--- src/rtl/trace_pkg.sv ---
// Shared definitions for the trace command sequencer: command codes, FSM states
// and the legal-command check.
package trace_pkg;

  localparam int unsigned CMD_RD  = 0;
  localparam int unsigned CMD_WR  = 1;
  localparam int unsigned CMD_IF  = 2;
  localparam int unsigned CMD_INV = 3;
  localparam int unsigned CMD_SNP = 4;
  localparam int unsigned CMD_CLR = 8;
  localparam int unsigned CMD_PRT = 9;

  typedef enum logic [1:0] {
    ST_INJ  = 2'd0,
    ST_RUN  = 2'd1,
    ST_DONE = 2'd2
  } state_e;

  // Only the low nibble is examined; callers must reject nonzero upper bits.
  function automatic logic cmd_legal(input logic [3:0] cmd);
    case (cmd)
      4'(CMD_RD), 4'(CMD_WR), 4'(CMD_IF), 4'(CMD_INV),
      4'(CMD_SNP), 4'(CMD_CLR), 4'(CMD_PRT): cmd_legal = 1'b1;
      default:                               cmd_legal = 1'b0;
    endcase
  endfunction

endpackage

--- src/rtl/trace_fifo.sv ---
// Synchronous FIFO with wrap-bit pointers; DEPTH must be a power of two.
module trace_fifo #(
  parameter int unsigned DATA_W = 68,
  parameter int unsigned DEPTH  = 8
) (
  input  logic                     clk,
  input  logic                     rst_n,
  input  logic                     push,
  input  logic                     pop,
  input  logic [DATA_W-1:0]        wdata,
  output logic [DATA_W-1:0]        rdata,
  output logic                     full,
  output logic                     empty,
  output logic [$clog2(DEPTH):0]   level
);

  localparam int unsigned AW = $clog2(DEPTH);

  logic [AW:0]       wr_ptr_q, wr_ptr_d;
  logic [AW:0]       rd_ptr_q, rd_ptr_d;
  logic [DATA_W-1:0] mem_q [DEPTH];
  logic              do_push, do_pop;

  always_comb begin
    empty    = (wr_ptr_q == rd_ptr_q);
    full     = (wr_ptr_q[AW] != rd_ptr_q[AW]) && (wr_ptr_q[AW-1:0] == rd_ptr_q[AW-1:0]);
    level    = wr_ptr_q - rd_ptr_q;
    do_push  = push && !full;
    do_pop   = pop && !empty;
    wr_ptr_d = wr_ptr_q + {{AW{1'b0}}, do_push};
    rd_ptr_d = rd_ptr_q + {{AW{1'b0}}, do_pop};
    rdata    = mem_q[rd_ptr_q[AW-1:0]];
  end

  always_ff @(posedge clk) begin
    if (!rst_n) begin
      wr_ptr_q <= '0;
      rd_ptr_q <= '0;
    end else begin
      wr_ptr_q <= wr_ptr_d;
      rd_ptr_q <= rd_ptr_d;
    end
  end

  always_ff @(posedge clk) begin
    if (do_push) mem_q[wr_ptr_q[AW-1:0]] <= wdata;
  end

endmodule

--- src/rtl/trace_cmd_sequencer.sv ---
// Trace record sequencer: injects a reset command, then issues buffered records.
// Optional TRACE_STATS_EN adds per-class issue counters.
module trace_cmd_sequencer
  import trace_pkg::*;
#(
  parameter int unsigned ADDR_W = 64,
  parameter int unsigned CMD_W  = 4,
  parameter int unsigned DEPTH  = 8,
  parameter int unsigned CNT_W  = 32
) (
  input  logic                   clk,
  input  logic                   rst_n,
  input  logic                   in_valid,
  output logic                   in_ready,
  input  logic [CMD_W-1:0]       in_cmd,
  input  logic [ADDR_W-1:0]      in_addr,
  input  logic                   in_eof,
  output logic                   out_valid,
  input  logic                   out_ready,
  output logic [CMD_W-1:0]       out_cmd,
  output logic [ADDR_W-1:0]      out_addr,
  output logic                   done,
  output logic [$clog2(DEPTH):0] level,
  output logic [CNT_W-1:0]       drop_cnt,
  output logic [CNT_W-1:0]       issue_cnt
`ifdef TRACE_STATS_EN
  ,
  output logic [CNT_W-1:0]       rd_cnt,
  output logic [CNT_W-1:0]       wr_cnt,
  output logic [CNT_W-1:0]       if_cnt,
  output logic [CNT_W-1:0]       snp_cnt
`endif
);

  localparam int unsigned DATA_W = CMD_W + ADDR_W;
  localparam int unsigned LVL_W  = $clog2(DEPTH) + 1;

  function automatic logic [CNT_W-1:0] sat_inc(input logic [CNT_W-1:0] v);
    sat_inc = (v == '1) ? v : v + CNT_W'(1);
  endfunction

  state_e            state_q, state_d;
  logic              eof_seen_q, eof_seen_d;
  logic [CNT_W-1:0]  drop_cnt_q, drop_cnt_d;
  logic [CNT_W-1:0]  issue_cnt_q, issue_cnt_d;

  logic              fifo_push, fifo_pop, fifo_full, fifo_empty;
  logic [DATA_W-1:0] fifo_wdata, fifo_rdata;
  logic [LVL_W-1:0]  fifo_level;
  logic              in_legal, no_addr, accept, issue, empty_after;
  logic [ADDR_W-1:0] push_addr;

  trace_fifo #(
    .DATA_W (DATA_W),
    .DEPTH  (DEPTH)
  ) u_fifo (
    .clk   (clk),
    .rst_n (rst_n),
    .push  (fifo_push),
    .pop   (fifo_pop),
    .wdata (fifo_wdata),
    .rdata (fifo_rdata),
    .full  (fifo_full),
    .empty (fifo_empty),
    .level (fifo_level)
  );

  always_comb begin
    state_d     = state_q;
    eof_seen_d  = eof_seen_q;
    drop_cnt_d  = drop_cnt_q;
    issue_cnt_d = issue_cnt_q;
    in_ready    = 1'b0;
    out_valid   = 1'b0;
    out_cmd     = '0;
    out_addr    = '0;
    done        = 1'b0;
    fifo_pop    = 1'b0;

    in_legal   = ((in_cmd >> 4) == '0) && cmd_legal(in_cmd[3:0]);
    no_addr    = (in_cmd == CMD_W'(CMD_CLR)) || (in_cmd == CMD_W'(CMD_PRT));
    push_addr  = no_addr ? '0 : in_addr;
    fifo_wdata = {in_cmd, push_addr};

    // Outputs are forced to their reset values while rst_n is held low.
    if (rst_n) begin
      case (state_q)
        ST_INJ: begin
          in_ready  = !fifo_full;
          out_valid = 1'b1;
          out_cmd   = CMD_W'(CMD_CLR);
          if (out_ready) state_d = ST_RUN;
        end
        ST_RUN: begin
          in_ready              = !fifo_full;
          out_valid             = !fifo_empty;
          {out_cmd, out_addr}   = fifo_rdata;
          fifo_pop              = out_valid && out_ready;
        end
        ST_DONE: done = 1'b1;
        default: state_d = ST_INJ;
      endcase
    end

    accept    = in_valid && in_ready;
    fifo_push = accept && in_legal;
    issue     = out_valid && out_ready;

    if (accept && !in_legal) drop_cnt_d = sat_inc(drop_cnt_q);
    if (issue) issue_cnt_d = sat_inc(issue_cnt_q);
    if (rst_n && in_eof && state_q != ST_DONE) eof_seen_d = 1'b1;

    // Drain test looks at occupancy after this cycle's push/pop, using the
    // eof flag as it stood at the start of the cycle.
    empty_after = (fifo_empty && !fifo_push) ||
                  (fifo_level == LVL_W'(1) && fifo_pop && !fifo_push);
    if (rst_n && state_q == ST_RUN && eof_seen_q && empty_after) state_d = ST_DONE;
  end

  always_ff @(posedge clk) begin
    if (!rst_n) begin
      state_q     <= ST_INJ;
      eof_seen_q  <= 1'b0;
      drop_cnt_q  <= '0;
      issue_cnt_q <= '0;
    end else begin
      state_q     <= state_d;
      eof_seen_q  <= eof_seen_d;
      drop_cnt_q  <= drop_cnt_d;
      issue_cnt_q <= issue_cnt_d;
    end
  end

  assign level     = fifo_level;
  assign drop_cnt  = drop_cnt_q;
  assign issue_cnt = issue_cnt_q;

`ifdef TRACE_STATS_EN
  logic [CNT_W-1:0] rd_cnt_q, rd_cnt_d, wr_cnt_q, wr_cnt_d;
  logic [CNT_W-1:0] if_cnt_q, if_cnt_d, snp_cnt_q, snp_cnt_d;

  always_comb begin
    rd_cnt_d  = rd_cnt_q;
    wr_cnt_d  = wr_cnt_q;
    if_cnt_d  = if_cnt_q;
    snp_cnt_d = snp_cnt_q;
    if (fifo_pop) begin
      if (out_cmd == CMD_W'(CMD_RD)) rd_cnt_d = sat_inc(rd_cnt_q);
      if (out_cmd == CMD_W'(CMD_WR)) wr_cnt_d = sat_inc(wr_cnt_q);
      if (out_cmd == CMD_W'(CMD_IF)) if_cnt_d = sat_inc(if_cnt_q);
      if (out_cmd == CMD_W'(CMD_INV) || out_cmd == CMD_W'(CMD_SNP)) snp_cnt_d = sat_inc(snp_cnt_q);
    end
  end

  always_ff @(posedge clk) begin
    if (!rst_n) begin
      rd_cnt_q  <= '0;
      wr_cnt_q  <= '0;
      if_cnt_q  <= '0;
      snp_cnt_q <= '0;
    end else begin
      rd_cnt_q  <= rd_cnt_d;
      wr_cnt_q  <= wr_cnt_d;
      if_cnt_q  <= if_cnt_d;
      snp_cnt_q <= snp_cnt_d;
    end
  end

  assign rd_cnt  = rd_cnt_q;
  assign wr_cnt  = wr_cnt_q;
  assign if_cnt  = if_cnt_q;
  assign snp_cnt = snp_cnt_q;
`endif

endmodule
--- config.mk ---
export PLATFORM = sky130hd
export DESIGN_NAME = trace_cmd_sequencer
export DESIGN_NICKNAME = d
export VERILOG_FILES = /design/src/rtl/trace_pkg.sv /design/src/rtl/trace_fifo.sv /design/src/rtl/trace_cmd_sequencer.sv
export SDC_FILE = /design/constraint.sdc
export NUM_CORES = 1
export LEC_CHECK = 0
export CAP_MARGIN = 10
export CORE_MARGIN = 1.5
export CORE_UTILIZATION = 40
export DETAILED_ROUTE_END_ITERATION = 16
export PLACE_DENSITY = 0.56
export SKIP_CTS_REPAIR_TIMING = 1
export SLEW_MARGIN = 10
export SYNTH_ARGS = -nofsm -noshare
export SYNTH_HDL_FRONTEND = slang
export SYNTH_SLANG_ARGS = --single-unit
--- constraint.sdc ---
create_clock -name clk -period 10.03 [get_ports clk]
set_input_delay 2.006 -clock clk [delete_from_list [all_inputs] [get_ports clk]]
set_output_delay 2.006 -clock clk [all_outputs]
set_load 0.1 [all_outputs]
* After elaboration in Yosys (flattened, before gate mapping)
Memories as Yosys holds them, arrays and structs flattened. A register that Yosys moved wholly into a read port is not among the register bits.
Cells that the tools add are included.
** Word-level totals
- Word-level logic and storage cells :: 87
- Input bits :: 73
- Memories kept :: 1
- Register bits after elaboration :: 75
- Memory bits (writable) :: 544
** Cells by class
- Bitwise logic cells :: 4
- Reduce and logical (&&, ||, !) cells :: 32
- Multiplexer cells :: 20
- Equal/unequal tests :: 18
- Add/subtract/negate cells :: 5
** Memories
- u_fifo.mem_q :: depth 8, bits a word 68, read ports 1, clocked after memory_dff 1, write ports 1, RTL line trace_fifo.sv:21 : logic [DATA_W-1:0] mem_q [DEPTH];
** Operators with widths (number)
- two-way mux 64 bit :: 3
- adder 32 x 1 -> 32 bit (second input constant) :: 2
- == test 32 bit (second input constant) :: 2
- logical AND 1 bit :: 16
- two-way mux 1 bit :: 10
- adder 4 x 1 -> 4 bit :: 2
- == test 4 x 1 -> 1 bit (second input constant) :: 2
- == test 4 x 2 -> 1 bit (second input constant) :: 2
- == test 4 bit (second input constant) :: 2
- case mux 4 bit (2 select lines) :: 1
- AND reduction 2 bit :: 4
- OR reduction 7 bit :: 1
- OR reduction 2 bit :: 3
- == test 4 x 3 -> 1 bit (second input constant) :: 1
- == test 4 bit :: 1
- zero test 1 bit :: 4
- zero test 4 bit :: 1
- two-way mux 2 bit :: 2
- two-way mux 4 bit :: 1
- inequality test 2 bit (second input constant) :: 2
- NOT 1 bit :: 4
- case mux 2 bit (2 select lines) :: 1
- subtractor 4 bit :: 1
- == test 3 bit :: 1
- 9 further kinds :: 10

* Longest topological paths before layout
Gate-level depths: netlist of run 1.
- Depth in word-level cells :: 13
- Depth in mapped cells :: 11
- Depth with buffers taken out :: 10

* Hierarchy
From an unflattened synthesis of run 1, not the netlist that was laid out.
** Unflattened totals
- Cell total of the unflattened synthesis :: 1581
- Area, all modules :: 25466.9 µm²
** By module, submodules not included
- trace_fifo :: area an instance 20936.3 µm², times used 1, sequential area each 16495.8 µm², cells an instance 990
- trace_cmd_sequencer :: area an instance 4530.6 µm², times used 1, sequential area each 1341.3 µm², cells an instance 591

* Worst setup path before layout of run 1
No wires, ideal clock.
- Path type :: in2reg
- From :: in rst_n
- To :: mem u_fifo.mem_q[1][0] (enable)
- Required time :: 9452 ps
- Arrival :: 9225 ps
- Path slack :: 227 ps
- Library setup time :: 578 ps
- Stages on the path :: 7
- Cell sequence :: clkbuf_1 o21ai_0 a41oi_1 nand2_1 nor2_1 nand2_1 nor3_1
** Between the ends
- Word-level cells in the longest chain between the ends :: 6
** RTL lines
- from (decl) :: RTL line trace_cmd_sequencer.sv:12 : input logic rst_n,
- two-way mux 1 bit :: RTL line trace_cmd_sequencer.sv:86 : if (rst_n) begin
- net in_ready :: RTL line trace_cmd_sequencer.sv:14 : output logic in_ready,
- logical AND 1 bit :: RTL line trace_cmd_sequencer.sv:105 : accept = in_valid && in_ready;
- logical AND 1 bit :: RTL line trace_cmd_sequencer.sv:106 : fifo_push = accept && in_legal;
- logical AND 1 bit :: RTL line trace_fifo.sv:28 : do_push = push && !full;
- two-way mux 1 bit :: RTL line trace_fifo.sv:46 : if (do_push) mem_q[wr_ptr_q[AW-1:0]] <= wdata;
- two-way mux 1 bit (implied by the code) :: RTL line trace_fifo.sv:46
- to (decl) :: RTL line trace_fifo.sv:21
The timed path passes the listed nets, and every way through them passes these cells.

* Final worst setup path of run 1
- From :: in rst_n
- To :: out out_addr[13]
** Between the ends
- Word-level cells in the longest chain between the ends :: 1
** RTL lines
- two-way mux 64 bit :: RTL line trace_cmd_sequencer.sv:86
- to (decl) :: RTL line trace_cmd_sequencer.sv:21 : output logic [ADDR_W-1:0] out_addr,
No other way between the ends.

==> qor.csv, run 1 <==
metric,value,unit
status,finished clean,
initial_core_util,40.3,%
antennaDiodeCount,0,
critical_path_class,in -> out,
p_clk_share,43.4,%
htreeDepth,3,
root_buffer,clkbuf_16,
worstPathCellList,clkdlybuf4s50_1 -> buf_4 -> nand2_2 -> buf_4 -> a21oi_1 -> clkdlybuf4s50_1,
skew,0.0214,ns
clkLatencyLatePin,0.60,ns
routedWlPerCell,23.2,µm
grt_pass1_vias,14000,
crit_path_top_delay_cell,clkdlybuf4s50_1,
cts_tree,yes,
synth.top_cell.area_share,65.9,%
swShare,22.1,%
drt_iter0_markers,968,
die_w,252,µm
p_sw,1.23,mW
ys_ff_latch,619,
crit_path_end_kind,output port,
yosysWarnings,0,
tightest_slew,1.10,ns
core_region_area,61500,µm²
seqCellArea,17800,µm²
required,8.02,ns
fin_nets,1807,
antenna_found_initial,2,
num-fill-cells,5200,
wirelength,59500,µm
cts_buffers,68,
gp_congestion,0.801,
drive_above_1_share,15.8,%
dieArea,63500,µm²
rsz0062_at_grt,no,
drv_slew,0,
synth_edf_count,544,
yosysSeqAreaShare,71.9,%
clkSinkCount,619,
grt_overflow,0,
grt_max_degree,64,
num_vias,13800,
hpwlAfterDp,33700,µm
syn_nets,1575,
multiInputGateArea,6650,µm²
grt_pass1_wl,89600,µm
hold_class,reg -> reg,
portBuffers,211,
clk_pin_slew,0.05,ns
power.leakage,9.42,nW
fin_ws,3.07,ns
cp-start-kind,input port,
p_int,4.34,mW
max_stage_delay,1.18,ns
ys.flop_type,edfxtp_1,
crit_fanout,62,
synth.largest_area_cell,edfxtp_1,
synthTopCellsByArea,"edfxtp_1 66%, mux4_2 12%, dfxtp_1 6.1%",
powerDensity,185,nW/µm²
io_pins,212,
combPwrFrac,5.7,%
async_flop_share,0,%
rows,91,
die_h,252,µm
drtPass1Iterations,6,
finalSetupTns,0,ns
avgViaCountPerCell,5.40,
synth_cell_types,52,
drcViolationCount,0,
seqPwrFrac,50.9,%
rrSetupSlack,5.62,ns
clockBufferDepth,3,
fin_crit_sh,69.4,%
peakVddDrop,123,µV
netlist_instances,1489,
netlist_area,24800,µm²
fmax,0.144,GHz
syn_to_final_growth,21.2,%
slew_headroom,25.7,%
synth_area_per_cell,16.7,µm²
setup_viol,0,
cp.arrival,4.96,ns
ant_nets,0,
timing.hold.ws,0.489,ns
finalHoldViolations,0,
cap_violations,0,
min_period,6.96,ns
gr-usage-all-layers,18.9,%
place_ws,3.04,ns
==> routing by layer <==
metal | vias up | global-route usage, % | share of wire [%] | wire (µm)
met1 | 7173 | 26.0 | 45 | 26500
met5 | - | 0 | 0.052 | 31
met3 | 80 | 3.65 | 4.9 | 2900
met2 | 337 | 31.3 | 49 | 29100
li1 | 6248 | - | - | -
met4 | 4 | 4.69 | 1.7 | 986
==> final timing paths <==
kind                                                       to  cells past startpoint                           from
worst min register to register        eof_seen_q$_SDFFE_PN0P_                      2        eof_seen_q$_SDFFE_PN0P_
worst max-delay path                             out_addr[13]                      6                          rst_n
worst max register to register  u_fifo.mem_q[0][49]$_DFFE_PP_                      9  u_fifo.rd_ptr_q[2]$_SDFF_PN0_
worst min-delay path                  eof_seen_q$_SDFFE_PN0P_                      2        eof_seen_q$_SDFFE_PN0P_
==> state kept, by name (all words and copies together), names as in the netlist <==
name             count
issue_cnt           32
state_q              2
eof_seen_q           1
u_fifo.wr_ptr_q      4
u_fifo.rd_ptr_q      4
drop_cnt            32
u_fifo.mem_q       544
==> synthesized netlist by cell type, types with 12 or more instances <==
library cell	instances
a21oi_1	84
buf_1	19
clkbuf_1	53
dfxtp_1	75
edfxtp_1	544
ha_1	12
inv_1	18
mux4_2	136
nand2_1	182
nand3_1	34
nand4_1	19
nor2_1	57
nor2b_1	66
nor3_1	20
o21ai_0	18
xnor2_1	26
==> placed cells by master (no fill, tap or decap), drive strengths merged, types with 18 or more instances in the layout <==
master           n
inv             21
clkdlybuf4s50  211
dfxtp           75
nor3            20
clkbuf          89
nand3           34
mux4           136
a21oi           84
nand2          182
edfxtp         544
clkinv          25
o21ai           18
buf             29
nor2b           66
xnor2           26
nor2            57
nand4           19
==> logic make-up after synthesis <==
kind of cell / share of synthesized area [%]
AOI/OAI and AO/OA: 3.26
xor gates and xnor gates: 1.31
adders and majority gates: 0.686
buffers and inverters: 1.54
DFF: 71.9
muxes: 12.7
and+or+nand+nor: 8.58
==> power by group through the flow <==
| stage | Sequential [mW] | Combinational, mW | Clock [mW] |
|---|---|---|---|
| final | 2.83 | 0.318 | 2.42 |
| after global routing | 2.84 | 0.337 | 2.57 |
| after CTS | 2.83 | 0.321 | 2.48 |
| after detailed placement | 2.89 | 0.320 | 0 |
| after global placement | 2.89 | 0.315 | 0 |
| after floorplan | 2.90 | 0.202 | 0 |
==> layout make-up <==
| type | count | area share (%) |
|---|---|---|
| Timing Repair Buffer | 240 | 7.75 |
| Multi-Input combinational cell | 772 | 22.1 |
| Clock inverter | 33 | 1.00 |
| Inverter | 20 | 0.250 |
| Sequential cell | 619 | 59.4 |
| Clock buffer | 89 | 6.20 |
| Tap cell | 790 | 3.29 |
==> worst max-delay path, delay by kind of cell <==
kind / cells / cell delay (ns)
and+or+nand+nor: 1 / 0.22
buffers and inverters: 4 / 2.39
AOI/OAI and AO/OA: 1 / 0.28
==> through the flow <==
stage | cell area (µm²) | cells | total power [mW] | utilization, %
CTS | 30100 | 2563 | 5.64 | 48.9
floorplan | 24800 | 1489 | 3.10 | -
finish | 30100 | 2563 | 5.57 | 48.9
global placement | 27900 | 2441 | 3.20 | 45.4
global route | 30100 | 2563 | 5.74 | 48.9
detailed placement | 27900 | 2441 | 3.21 | 45.4
No activity file was read; power rests on OpenSTA's default activity.
==> run 2, diff against run 1 <==
==> constraint.sdc (replaced) <==
create_clock -name clk -period 7.15 [get_ports clk]
set_input_delay 1.43 -clock clk [delete_from_list [all_inputs] [get_ports clk]]
set_output_delay 1.43 -clock clk [all_outputs]
set_load 0.1 [all_outputs]
==> qor.csv, run 2 (same netlist as run 1, synthesis figures left out) <==
metric,value,unit,change
status,finished clean,,
grt_pass1_vias,14200,,+1.4%
reg2reg_to,u_fifo.mem_q[0][9]$_DFFE_PP_,,
slew_headroom,23.3,%,-2.3 points
io_pins,212,,unchanged
cts_tree,yes,,
clkLatencyLatePin,0.60,ns,about the same
rrSetupSlack,3.21,ns,-2.41 ns
core_region_area,61500,µm²,unchanged
antenna_found_initial,0,,-2
clkSinkCount,619,,unchanged
critPathBufInv,3,,-1
die_w,252,µm,unchanged
final_common_cell,edfxtp_1,,
fin_ws,1.81,ns,-1.26 ns
cp-endpoint,out_addr[2],,
avgViaCountPerCell,5.40,,about the same
fmax,0.187,GHz,
wirelength,58100,µm,-2.4%
htreeDepth,3,,unchanged
hold_class,reg -> reg,,
rsz0062_at_grt,no,,
critical_path.startpoint,rst_n,,
syn_to_final_growth,20.9,%,
max_stage_delay,0.85,ns,-0.33 ns
largest_reg_flops,544,,unchanged
p_int,6.08,mW,+40%
fin_nets,1803,,-0.22%
clockBufferDepth,3,,unchanged
crit_path_end_kind,output port,,
swShare,22.4,%,+0.29 points
finalSetupTns,0,ns,unchanged
grt_max_degree,93,,+45%
drive_above_1_share,19.5,%,+3.7 points
power.leakage,9.57,nW,+1.5%
r2r_cells,8,,-1
cap_violations,0,,unchanged
die_h,252,µm,unchanged
setup_viol,0,,unchanged
drcViolationCount,0,,unchanged
r2r_start,u_fifo.rd_ptr_q[1]$_SDFF_PN0_,,
rows,91,,unchanged
seqPwrFrac,50.7,%,-0.2 points
powerDensity,261,nW/µm²,+41%
required,5.72,ns,-2.30 ns
root_buffer,clkbuf_16,,
cp_common_cell,buf_4,,
drtPass1Iterations,7,,+1
ant_nets,0,,unchanged
crit_path_top_delay_cell,clkdlybuf4s50_1,,
fin_crit_sh,74.7,%,
critical_path_class,in -> out,,
timing.hold.ws,0.501,ns,+0.0120 ns
dieArea,63500,µm²,unchanged
cp.arrival,3.91,ns,-1.05 ns
worstPathCellList,clkdlybuf4s50_1 -> buf_4 -> nand2_4 -> a21oi_1 -> buf_4,,
initial_core_util,40.3,%,unchanged
p_sw,1.76,mW,+43%
cp.depth,5,,-1
finalHoldViolations,0,,unchanged
cp_top_family,buffers and inverters,,
num_vias,13800,,-0.11%
gr-usage-all-layers,18.5,%,-0.42 points
grt_overflow,0,,unchanged
layout.cells.non_filler,2561,,-0.078%
crit_fanout,70,,+13%
place_ws,1.75,ns,-1.29 ns
clk_pin_slew,0.05,ns,about the same
placed_cell_area,27800,µm²,-0.33%
grt_pass1_wl,88100,µm,-1.7%
drv_slew,0,,unchanged
cp-start-kind,input port,,
min_period,5.34,ns,
peakVddDrop,171,µV,+40%
antennaDiodeCount,0,,unchanged
combPwrFrac,5.7,%,about the same
final_cell_area,30000,µm²,-0.24%
routedWlPerCell,22.7,µm,-2.3%
skew,0.0201,ns,-0.00126 ns
portBuffers,211,,unchanged
p_clk_share,43.6,%,+0.2 points
drt_iter0_markers,943,,-2.6%
hpwlAfterDp,33400,µm,-0.95%
tightest_slew,1.14,ns,+0.0346 ns
gp_congestion,0.818,,+2.1%
post-place-cells,2438,,-0.12%
cts_buffers,67,,-1.5%
layout_common_cells,"544 x edfxtp_1, 181 x nand2_1, 140 x clkdlybuf4s50_1",,
[run 2: changes by cell type in the layout (fill, tap and decap cells not counted), sizes merged, moves of 2 or more]
| cell | change |
|---|---|
| clkdlybuf4s50 | -71 |
| buf | +68 |
| clkinv | +2 |
| clkinvlp | -2 |
[run 2: cell type report]
cell class / instances / area, µm²
clock buffer: 88 / 1820
fill: 5225 / 31500
tap: 790 / 988
multi-input combinational: 772 / 6660
clock inverter: 35 / 370
inverter: 20 / 75.1
timing repair buffer: 237 / 2220
sequential: 619 / 17800
[run 2: through the flow]
| step | util, % | total power [mW] |
|---|---|---|
| floorplan | - | 4.35 |
| global placement | 45.2 | 4.50 |
| detailed placement | 45.2 | 4.50 |
| CTS | 48.8 | 7.93 |
| global route | 48.8 | 8.08 |
| finish | 48.8 | 7.84 |
[run 2: how the worst min path moves through the flow]
stage,slack (ns),endpoint,start,cells past startpoint
detailed placement,0.47,eof_seen_q$_SDFFE_PN0P_,eof_seen_q$_SDFFE_PN0P_,2
floorplan,0.43,eof_seen_q$_SDFFE_PN0P_,eof_seen_q$_SDFFE_PN0P_,2
finish,0.50,drop_cnt[31]$_SDFFE_PN0P_,drop_cnt[31]$_SDFFE_PN0P_,1
global route,0.52,eof_seen_q$_SDFFE_PN0P_,eof_seen_q$_SDFFE_PN0P_,2
global placement,0.48,drop_cnt[31]$_SDFFE_PN0P_,drop_cnt[31]$_SDFFE_PN0P_,1
CTS,0.50,eof_seen_q$_SDFFE_PN0P_,eof_seen_q$_SDFFE_PN0P_,2
[run 2: per-layer routing]
| metal | routed length, µm | GRT usage, % | up-vias |
|---|---|---|---|
| li1 | - | - | 6247 |
| met4 | 1160 | 4.77 | 0 |
| met1 | 26300 | 26.2 | 7147 |
| met5 | 0 | 0 | - |
| met2 | 27900 | 29.9 | 356 |
| met3 | 2690 | 3.23 | 77 |
[run 2: power by group through the flow]
stage / registers (mW) / logic, mW / clock network (mW)
3_5_place_dp: 4.05 / 0.452 / 0
5_1_grt: 3.98 / 0.476 / 3.63
6_report: 3.98 / 0.448 / 3.42
3_3_place_gp: 4.05 / 0.446 / 0
2_1_floorplan: 4.07 / 0.283 / 0
4_1_cts: 3.98 / 0.453 / 3.50
[run 2: worst reg2reg max path: cells and delay by family, from the launching register on]
family | cells | cell delay [ns]
DFF | 1 | 0.91
buffers and inverters | 2 | 0.51
and+or+nand+nor | 4 | 1.52
adders and majority gates | 1 | 0.36
AOI/OAI and AO/OA | 1 | 0.33
==> run 3, diff against run 2 <==
--- a/config.mk
+++ b/config.mk
@@ -9,7 +9,7 @@
 export CORE_MARGIN = 1.5
 export CORE_UTILIZATION = 40
 export DETAILED_ROUTE_END_ITERATION = 16
-export PLACE_DENSITY = 0.56
+export PLACE_DENSITY = 0.58
 export SKIP_CTS_REPAIR_TIMING = 1
 export SLEW_MARGIN = 10
 export SYNTH_ARGS = -nofsm -noshare
==> constraint.sdc (replaced) <==
create_clock -name clk -period 4.29 [get_ports clk]
set_input_delay 0.858 -clock clk [delete_from_list [all_inputs] [get_ports clk]]
set_output_delay 0.858 -clock clk [all_outputs]
set_load 0.1 [all_outputs]
==> qor.csv, run 3 (same netlist as run 1, synthesis figures left out) <==
metric,value,unit,change
status,finished clean,,
peakVddDrop,281,µV,+64%
timing.hold.ws,0.487,ns,-0.0133 ns
num-fill-cells,5050,,-3.3%
drive_above_1_share,20.8,%,+1.3 points
gr-usage-all-layers,18.1,%,-0.39 points
rsz0062_at_grt,no,,
avgViaCountPerCell,5.40,,about the same
drv_slew,0,,unchanged
cp.arrival,2.83,ns,-1.08 ns
hp-start,eof_seen_q$_SDFFE_PN0P_,,
syn_to_final_growth,25.3,%,
wirelength,56600,µm,-2.6%
clkSinkCount,619,,unchanged
required,3.43,ns,-2.29 ns
crit_path_end_kind,output port,,
fin_crit_sh,86.0,%,
critical_path.startpoint,u_fifo.rd_ptr_q[0]$_SDFF_PN0_,,
final_common_cell,edfxtp_1,,
cp-start-kind,flop,,
final_cell_area,31100,µm²,+3.7%
slew_headroom,24.2,%,+0.88 points
hpwlAfterDp,32200,µm,-3.4%
fin_nets,1813,,+0.55%
grt_pass1_vias,14300,,+1.2%
r2r_cells,7,,-1
r2r_start,u_fifo.rd_ptr_q[0]$_SDFF_PN0_,,
clk_pin_slew,0.05,ns,about the same
routedWlPerCell,22.1,µm,-2.7%
die_h,252,µm,unchanged
layout_common_cells,"544 x edfxtp_1, 178 x nand2_1, 136 x mux4_2, 136 x clkdlybuf4s50_1, 88 x buf_12",,
gp_congestion,0.838,,+2.4%
dieArea,63500,µm²,unchanged
min_period,3.69,ns,
clkLatencyLatePin,0.60,ns,about the same
cap_violations,0,,unchanged
core_region_area,61500,µm²,unchanged
post-place-cells,2448,,+0.41%
hold_class,reg -> reg,,
grt_overflow,0,,unchanged
drtPass1Iterations,4,,-3
layout.cells.non_filler,2564,,+0.12%
die_w,252,µm,unchanged
power.leakage,9.87,nW,+3.2%
tightest_slew,1.12,ns,-0.0131 ns
antennaDiodeCount,0,,unchanged
final_util,50.5,%,+1.8 points
powerDensity,422,nW/µm²,+61%
initial_core_util,40.3,%,unchanged
placed_cell_area,28900,µm²,+4.1%
skew,0.0180,ns,-0.00212 ns
critical_path_class,reg -> out,,
num_vias,13800,,+0.16%
crit_fanout,28,,-60%
rrSetupSlack,1.20,ns,-2.01 ns
setup_viol,0,,unchanged
whs_path_depth,2,,+1
finalHoldViolations,0,,unchanged
grt_pass1_wl,86700,µm,-1.6%
root_buffer,clkbuf_16,,
drcViolationCount,0,,unchanged
htreeDepth,3,,unchanged
clockBufferDepth,3,,unchanged
grt_max_degree,81,,-13%
cts_buffers,67,,unchanged
cts_tree,yes,,
antenna_found_initial,0,,unchanged
ant_nets,0,,unchanged
io_pins,212,,unchanged
drt_iter0_markers,887,,-5.9%
largest_reg_flops,544,,unchanged
rows,91,,unchanged
portBuffers,211,,unchanged
fmax,0.271,GHz,
total_power,13.1,mW,+67%
[run 3: changes by cell type in the layout (fill, tap and decap cells not counted), sizes merged]
cell           delta
clkinvlp          +1
clkinv            +2
buf              +14
inv               -1
clkdlybuf4s50     -4
clkbuf            -9
[run 3: path summary, 6_finish.rpt]
path                                                       to
worst max-delay path                             out_addr[63]
worst min register to register        eof_seen_q$_SDFFE_PN0P_
worst max register to register  u_fifo.mem_q[0][50]$_DFFE_PP_
worst min-delay path                  eof_seen_q$_SDFFE_PN0P_
[run 3: worst max-delay path, cell delays in order, from the launching register on]
cell	delay, ns
dfxtp_4	0.76
buf_4	0.39
mux4_2	0.26
nand2_1	0.05
a21oi_1	0.50
buf_12	0.25
[run 3: layout make-up]
| cell class | count | area (µm²) | area share (%) |
|---|---|---|---|
| Sequential cell | 619 | 17800 | 57.4 |
| Multi-Input combinational cell | 772 | 6730 | 21.7 |
| Inverter | 20 | 76.3 | 0.246 |
| Timing Repair Buffer | 247 | 3300 | 10.6 |
| Clock inverter | 37 | 345 | 1.11 |
| Clock buffer | 79 | 1800 | 5.78 |
| Tap cell | 790 | 988 | 3.18 |
[run 3: metal layers]
metal,GRT usage (%),vias up,wire (µm)
li1,-,6264,-
met1,25.5,7184,25400
met2,29.6,329,27500
met3,3.18,72,2730
met4,4.29,0,946
met5,0,-,0
[run 3: per-stage QoR]
step	setup WS [ns]	setup TNS [ns]
floorplan	-0.0453	-6.09
global route	0.413	0
global placement	0.772	0
finish	0.603	0
CTS	0.506	0
detailed placement	0.688	0
[run 3: power breakdown]
group          total (mW)  leakage (nW)  switching (mW)  internal [mW]
Combinational       0.862          3.29           0.575          0.288
Sequential           6.63          5.52          0.0175           6.61
Clock                5.62          1.05            2.31           3.30
Total                13.1          9.87            2.90           10.2
